`src/rtl/iter_shift_ctrl.sv`:
```
// iter_shift_ctrl: iterative shifter, one bit position per cycle.
// Handles SLL/SRL/SRA/pass with valid/ready on both sides.
module iter_shift_ctrl #(
  parameter int DATA_WIDTH  = 32,
  parameter int SHAMT_WIDTH = 5
) (
  input  logic                   clk,
  input  logic                   rst,
  input  logic                   flush,
  input  logic                   in_valid,
  output logic                   in_ready,
  input  logic [1:0]             op,
  input  logic [DATA_WIDTH-1:0]  din,
  input  logic [SHAMT_WIDTH-1:0] shamt,
  output logic [DATA_WIDTH-1:0]  dout,
  output logic                   out_valid,
  input  logic                   out_ready,
  output logic                   busy
);

  typedef enum logic [1:0] {
    IDLE  = 2'b00,
    SHIFT = 2'b01,
    DONE  = 2'b10
  } state_t;

  localparam logic [1:0] OP_SLL  = 2'b00;
  localparam logic [1:0] OP_SRL  = 2'b01;
  localparam logic [1:0] OP_PASS = 2'b10;
  localparam logic [1:0] OP_SRA  = 2'b11;

  localparam logic [SHAMT_WIDTH-1:0] CNT_ZERO = '0;
  localparam logic [SHAMT_WIDTH-1:0] CNT_ONE  =
    {{(SHAMT_WIDTH-1){1'b0}}, 1'b1};

  state_t                 state;
  state_t                 state_nx;
  logic [1:0]             op_q;
  logic [1:0]             op_nx;
  logic [DATA_WIDTH-1:0]  work;
  logic [DATA_WIDTH-1:0]  work_nx;
  logic [SHAMT_WIDTH-1:0] cnt;
  logic [SHAMT_WIDTH-1:0] cnt_nx;
  logic [DATA_WIDTH-1:0]  step;
  logic                   skip;

  // the single 1-bit shift stage, reused every SHIFT cycle
  always_comb begin
    step = work;
    unique case (op_q)
      OP_SLL:  step = {work[DATA_WIDTH-2:0], 1'b0};
      OP_SRL:  step = {1'b0, work[DATA_WIDTH-1:1]};
      OP_SRA:  step = {work[DATA_WIDTH-1],
                       work[DATA_WIDTH-1:1]};
      OP_PASS: step = work;
    endcase
  end

  assign skip = (shamt == CNT_ZERO) || (op == OP_PASS);

  always_comb begin
    state_nx = state;
    op_nx    = op_q;
    work_nx  = work;
    cnt_nx   = cnt;
    if (flush) begin
      state_nx = IDLE;
    end else begin
      unique case (state)
        IDLE: begin
          if (in_valid) begin
            op_nx    = op;
            work_nx  = din;
            cnt_nx   = shamt;
            state_nx = skip ? DONE : SHIFT;
          end
        end
        SHIFT: begin
          work_nx = step;
          // saturate at zero so the counter can never wrap
          if (cnt != CNT_ZERO) begin
            cnt_nx = cnt - CNT_ONE;
          end
          if (cnt <= CNT_ONE) begin
            state_nx = DONE;
          end
        end
        DONE: begin
          if (out_ready) begin
            state_nx = IDLE;
          end
        end
        default: state_nx = IDLE;
      endcase
    end
  end

  always_ff @(posedge clk) begin
    if (rst) begin
      state <= IDLE;
      op_q  <= OP_SLL;
      work  <= '0;
      cnt   <= '0;
    end else begin
      state <= state_nx;
      op_q  <= op_nx;
      work  <= work_nx;
      cnt   <= cnt_nx;
    end
  end

  assign in_ready  = (state == IDLE);
  assign out_valid = (state == DONE);
  assign busy      = (state != IDLE);
  assign dout      = work;

endmodule

```
`config.mk`:
```
export PLATFORM = sky130hd
export DESIGN_NAME = iter_shift_ctrl
export DESIGN_NICKNAME = d
export VERILOG_FILES = /design/src/rtl/iter_shift_ctrl.sv
export SDC_FILE = /design/constraint.sdc
export NUM_CORES = 1
export LEC_CHECK = 0
export ABC_AREA = 1
export CORE_MARGIN = 4
export CORE_UTILIZATION = 43
export CTS_BUF_LIST = sky130_fd_sc_hd__clkbuf_4
export CTS_CLUSTER_SIZE = 8
export DETAILED_ROUTE_END_ITERATION = 10
export MAX_ROUTING_LAYER = met4
export PLACE_DENSITY = 0.77
export SYNTH_ARGS = -nofsm -noshare
export SYNTH_HDL_FRONTEND = slang
export SYNTH_SLANG_ARGS = --single-unit
```
`constraint.sdc`:
```
create_clock -name clk -period 1.29 [get_ports clk]
set_input_delay 0.1935 -clock clk [delete_from_list [all_inputs] [get_ports clk]]
set_output_delay 0.1935 -clock clk [all_outputs]
set_load 0.1 [all_outputs]
```
== Word level (Yosys, flattened, before mapping) ==
Index checks and enable logic that the tools add are counted.
Storage, ports and cells
  output and inout port bits: 35
  bits of input ports: 44
  register bits after elaboration: 41
Operators by class
  reductions and logical operators: 13
  add/subtract/negate cells: 1
  eq/ne operators: 12
  $lt $le $gt $ge: 1
  muxes and demuxes: 11
  bitwise gates (word level): 1
Operators with widths (count)
  one-hot mux 32 bit (3 select lines): 1
  one-hot mux 32 bit (2 select lines): 1
  2-to-1 mux 32 bit: 1
  2-to-1 mux 5 bit: 2
  != test 2 bit (second input constant): 5
  one-hot mux 5 bit (2 select lines): 1
  equality test 2 bit (second input constant): 4
  2-to-1 mux 2 bit: 4
  AND reduction 4 bit: 2
  one-hot mux 2 bit (3 select lines): 1
  AND reduction 3 bit: 2
  less-or-equal comparator 5 x 1 -> 1 bit (second input constant): 1
  logical NOT 5 bit: 1
  AND reduction 5 bit: 1
  nonzero test 5 bit: 1
  subtractor 5 x 1 -> 5 bit (second input constant): 1
  equality test 2 x 1 -> 1 bit (second input constant): 2
  logical NOT 2 bit: 2
  nonzero test 2 bit: 2
  != test 2 x 1 -> 1 bit (second input constant): 1
  OR reduction 2 bit: 1
  logical OR 1 bit: 1
  NOT 1 bit: 1

== Depth between registers and ports, before layout ==
  word-level depth: 5
  depth in mapped cells: 9

== Least setup slack after synthesis ==
No wires, ideal clock.
  path kind: reg-to-reg
  from: register state[1]
  to: register state[1]
  period minus slack after synthesis: 2.252 ns
  slack: -0.962 ns
  arrival: 2.136 ns
  library setup time: 0.116 ns
  path buffers: 0
  cell stages (with the launch flop): 8
  path through: dfxtp_1 -> inv_2 -> nor2_1 -> nand2_1 -> nand2_1 -> inv_1 -> nand2_1 -> a21oi_1
On the way
  longest elaborated chain between the ends: 3
RTL lines
  start, declared: line 36  | state_t state;
  start signal, assigned: line 105  | state <= state_nx;
  equality test 2 bit *
  via out_valid: line 16  | output logic out_valid,
  != test 2 x 1 -> 1 bit (no source line)
  AND reduction 3 bit (no source line)
Mark *: on every way through the listed nets, which the timed path passes. The rest lies on a longest branch.
A chain may end at the register's enable or synchronous reset.

== Final worst setup path ==
  from: register state[1]
  to: output port out_valid
On the way
  longest elaborated chain between the ends: 1
RTL lines
  equality test 2 bit: line 113  | assign out_valid = (state == DONE);
  end, declared: line 16
No other way between the ends.

==> parameters.txt <==
Parameter                              Value

Power
  Total power ... 4260 uW
  Static leakage ... 0.00185 uW
  VDD IR max ... slightly below 0.0006 V
  PD cells ... 1000 mW/mm^2

Cells and area
  Nets ... between 500 and 600
  Layout cell share with drive strength beyond 1 ... between 20% and 30%
  Utilization after layout ... 76.6%
  Final Non-Filler Cells ... 561
  Antenna diode count ... 0
  Synth-to-layout area growth ... 72.7%

Clocking
  Insertion delay of the later-clocked pin in the worst-skew pair ... 0.37 ns
  TritonCTS clock tree ... done
  Cts bufs inserted ... 5
  Clock slew at reported path FFs ... 0.11 ns
  Number of buffers inserted for hold repair after clock tree synthesis ... 0
  Cell at the root of the clock tree ... sky130_fd_sc_hd__clkbuf_4
  Clock sink count ... 41
  # H-tree levels ... 2
  Clock tree buffer depth ... 2

Timing
  Worst-Margin Slew ... 0.282 ns
  Worst max-slew margin expressed relative to the limit ... 81.0%
  Setup TNS after final layout ... -1.16 ns
  Layout Skew ... 0.0151 ns
  Final hold violation count ... 0
  Setup repair after global routing missed its margin ... yes
  Fraction of the cycle the final worst path needs ... 109%
  Final WS setup ... -0.110 ns
  Slew Limit Fails ... 0
  Minimum clock period ... approximately 1.4 ns
  Count of final setup violators ... 39
  F_max ... 0.714 GHz

Logic synthesis
  Most numerous cell in the Yosys netlist ... sky130_fd_sc_hd__nand2_1
  Synth top area cells ... sky130_fd_sc_hd__dfxtp_1 (33%), sky130_fd_sc_hd__nand2_1 (18%), sky130_fd_sc_hd__o211ai_1 (9.2%)
  Post-synth top flop ... sky130_fd_sc_hd__dfxtp_1
  Share of synthesized flip-flops with an asynchronous set or reset ... 0%
  Number of instances in the synthesized netlist ... 393
  Yosys Warn Count ... 0
  Post-synth top cells ... sky130_fd_sc_hd__nand2_1 (117), sky130_fd_sc_hd__nor2_1 (49), sky130_fd_sc_hd__dfxtp_1 (41)
  Flip-flop and latch count after synthesis ... 41
  Post-synthesis area per instance ... between 6 and 7 sq um
  Unique cell type count in the Yosys netlist ... 22
  Area of the mapped netlist ... 0.00246 sq mm
  Number of enable-type register cells in the synthesized netlist ... 0
  Cell type contributing the most total cell area after synthesis ... sky130_fd_sc_hd__dfxtp_1
  Share of the synthesized area in the top cell type ... between 30% and 40%
  Synthesized net count ... 439
  Sequential share of the synthesized area ... 33.4%

Place
  Post-placement setup slack ... -0.260 ns
  Buffers added on ports ... 78
  Placed Cells incl. Taps ... 540
  HPWL Detailed ... 5.35 mm
  Final weighted congestion in routability-driven placement ... 0.848

Critical path
  Top fanout value on the critical path ... 3
  Capturing element type of the critical path ... output pin
  Worst path arrival time ... 1.21 ns
  Critical setup path kind ... reg2out
  Required time reported for the critical path endpoint ... between 1 and 1.5 ns
  Nature of the critical path startpoint ... register

Floorplanning
  Die outline area ... 0.00699 sq mm
  Width of the die ... 83.6 microns
  Initial Utilization ... around 44%
  Total core area ... 0.00554 sq mm
  Placement row count ... 27
  Height of the die ... ~84 microns
  Number of I/O pins ... slightly below 80

Route
  WL/cell ... 15.2 microns
  Post-DRT Antenna Nets ... 0
  DRT Wirelength ... around 8.5 mm
  Initial detailed-routing violation count ... 216
  Pre-Repair DR Iteration Count ... 5
  Residual DRC count ... 0
  Vias post-DR ... 3,044
  Ratio of routed vias to standard cells ... approximately 5.4

Worst hold path
  Hold WC Path Type ... in2reg

GRT
  Via count of the first global-routing pass ... slightly below 3,000
  Overall routing resource usage ... 23.2%
  Aggregate global routing overflow ... 0
  Antenna violations before repair ... 0
  Maximum number of pins on one net before global-route repair ... 37
  Wire length of the first global-routing pass ... between 10 and 15 mm

Run status
  Run status ... finished, violations left
  Violations in the final reports ... negative setup slack

Run
  Maxcap violations ... 0
what timing repair did:
action | CTS | global route
cloned | 3 | 1
pin swaps | 5 | 27
gates resized for setup | 28 | 47
hold endpoints to repair | 0 | 0
setup endpoints to repair | 38 | 42
buffers inserted | 7 | 2
state kept, by name (all words and copies together) (netlist names):
name   cells
cnt        5
state      2
dout      32
op_q       2
cells in the final DEF (no fill, tap or decap), drive strengths merged, types with 2 or more instances in the layout:
master	n
ha	2
clkdlybuf4s50	43
clkinv	3
buf	67
clkbuf	5
a21oi	38
nor2	50
nand2	124
inv	34
o211ai	30
dfxtp	41
o21ai	41
nand3	8
per-stage QoR:
stage	instance area [sq um]	hold WS, ns
detailed placement	3790	0.460
floorplan	2510	0.263
CTS	4040	0.477
finish	4250	0.491
global placement	3790	0.448
global route	4250	0.497
where the power goes:
| part | total [uW] | leakage (uW) | internal [uW] | switching (uW) |
|---|---|---|---|---|
| logic | 2090 | 0.00148 | 814 | 1270 |
| clock network | 646 | 0.0000300 | 198 | 448 |
| registers | 1530 | 0.000341 | 1370 | 158 |
| total | 4260 | 0.00185 | 2390 | 1880 |
critical path, stage by stage (launching register included):
cell	delay, ns
sky130_fd_sc_hd__dfxtp_4	0.40
sky130_fd_sc_hd__inv_4	0.04
sky130_fd_sc_hd__buf_6	0.11
sky130_fd_sc_hd__nor2_4	0.11
sky130_fd_sc_hd__buf_12	0.18
final timing paths:
| check | end | cells after the start | from | slack, ns |
|---|---|---|---|---|
| max | out_valid | 4 | state[1]$_SDFFE_PP0P_ | -0.11 |
| max reg2reg | cnt[2]$_SDFFE_PP0P_ | 10 | state[0]$_SDFFE_PP0P_ | -0.06 |
| min | op_q[0]$_SDFFE_PP0P_ | 3 | op[0] | 0.49 |
| min reg2reg | cnt[4]$_SDFFE_PP0P_ | 2 | cnt[4]$_SDFFE_PP0P_ | 0.52 |
kinds of logic after synthesis:
kind of cell,Yosys count,synth area share [%]
AND/OR/NAND/NOR,180,28.7
AO/OA/AOI/OAI,111,25.8
buffers and inverters,59,11.1
flip-flops,41,33.4
adder cells (fa/ha/maj),2,1.02
final cells by class:
cell class | count | area [sq um]
Sequential cell | 41 | 832
Timing Repair Buffer | 110 | 1510
Clock buffer | 5 | 37.5
Clock inverter | 3 | 12.5
Fill cell | 387 | 1290
Timing Repair inverter | 1 | 3.75
Tap cell | 72 | 90.1
Inverter | 33 | 141
Multi-Input combinational cell | 296 | 1620
metal layers:
layer	up-vias	global-route usage, %	part of all wire (%)
met5	-	-	0
met4	0	7.75	2.6
met3	20	2.57	6.7
met2	127	41.6	52
met1	1407	26.8	39
li1	1490	-	-
Power figures use the tool's default switching activity.
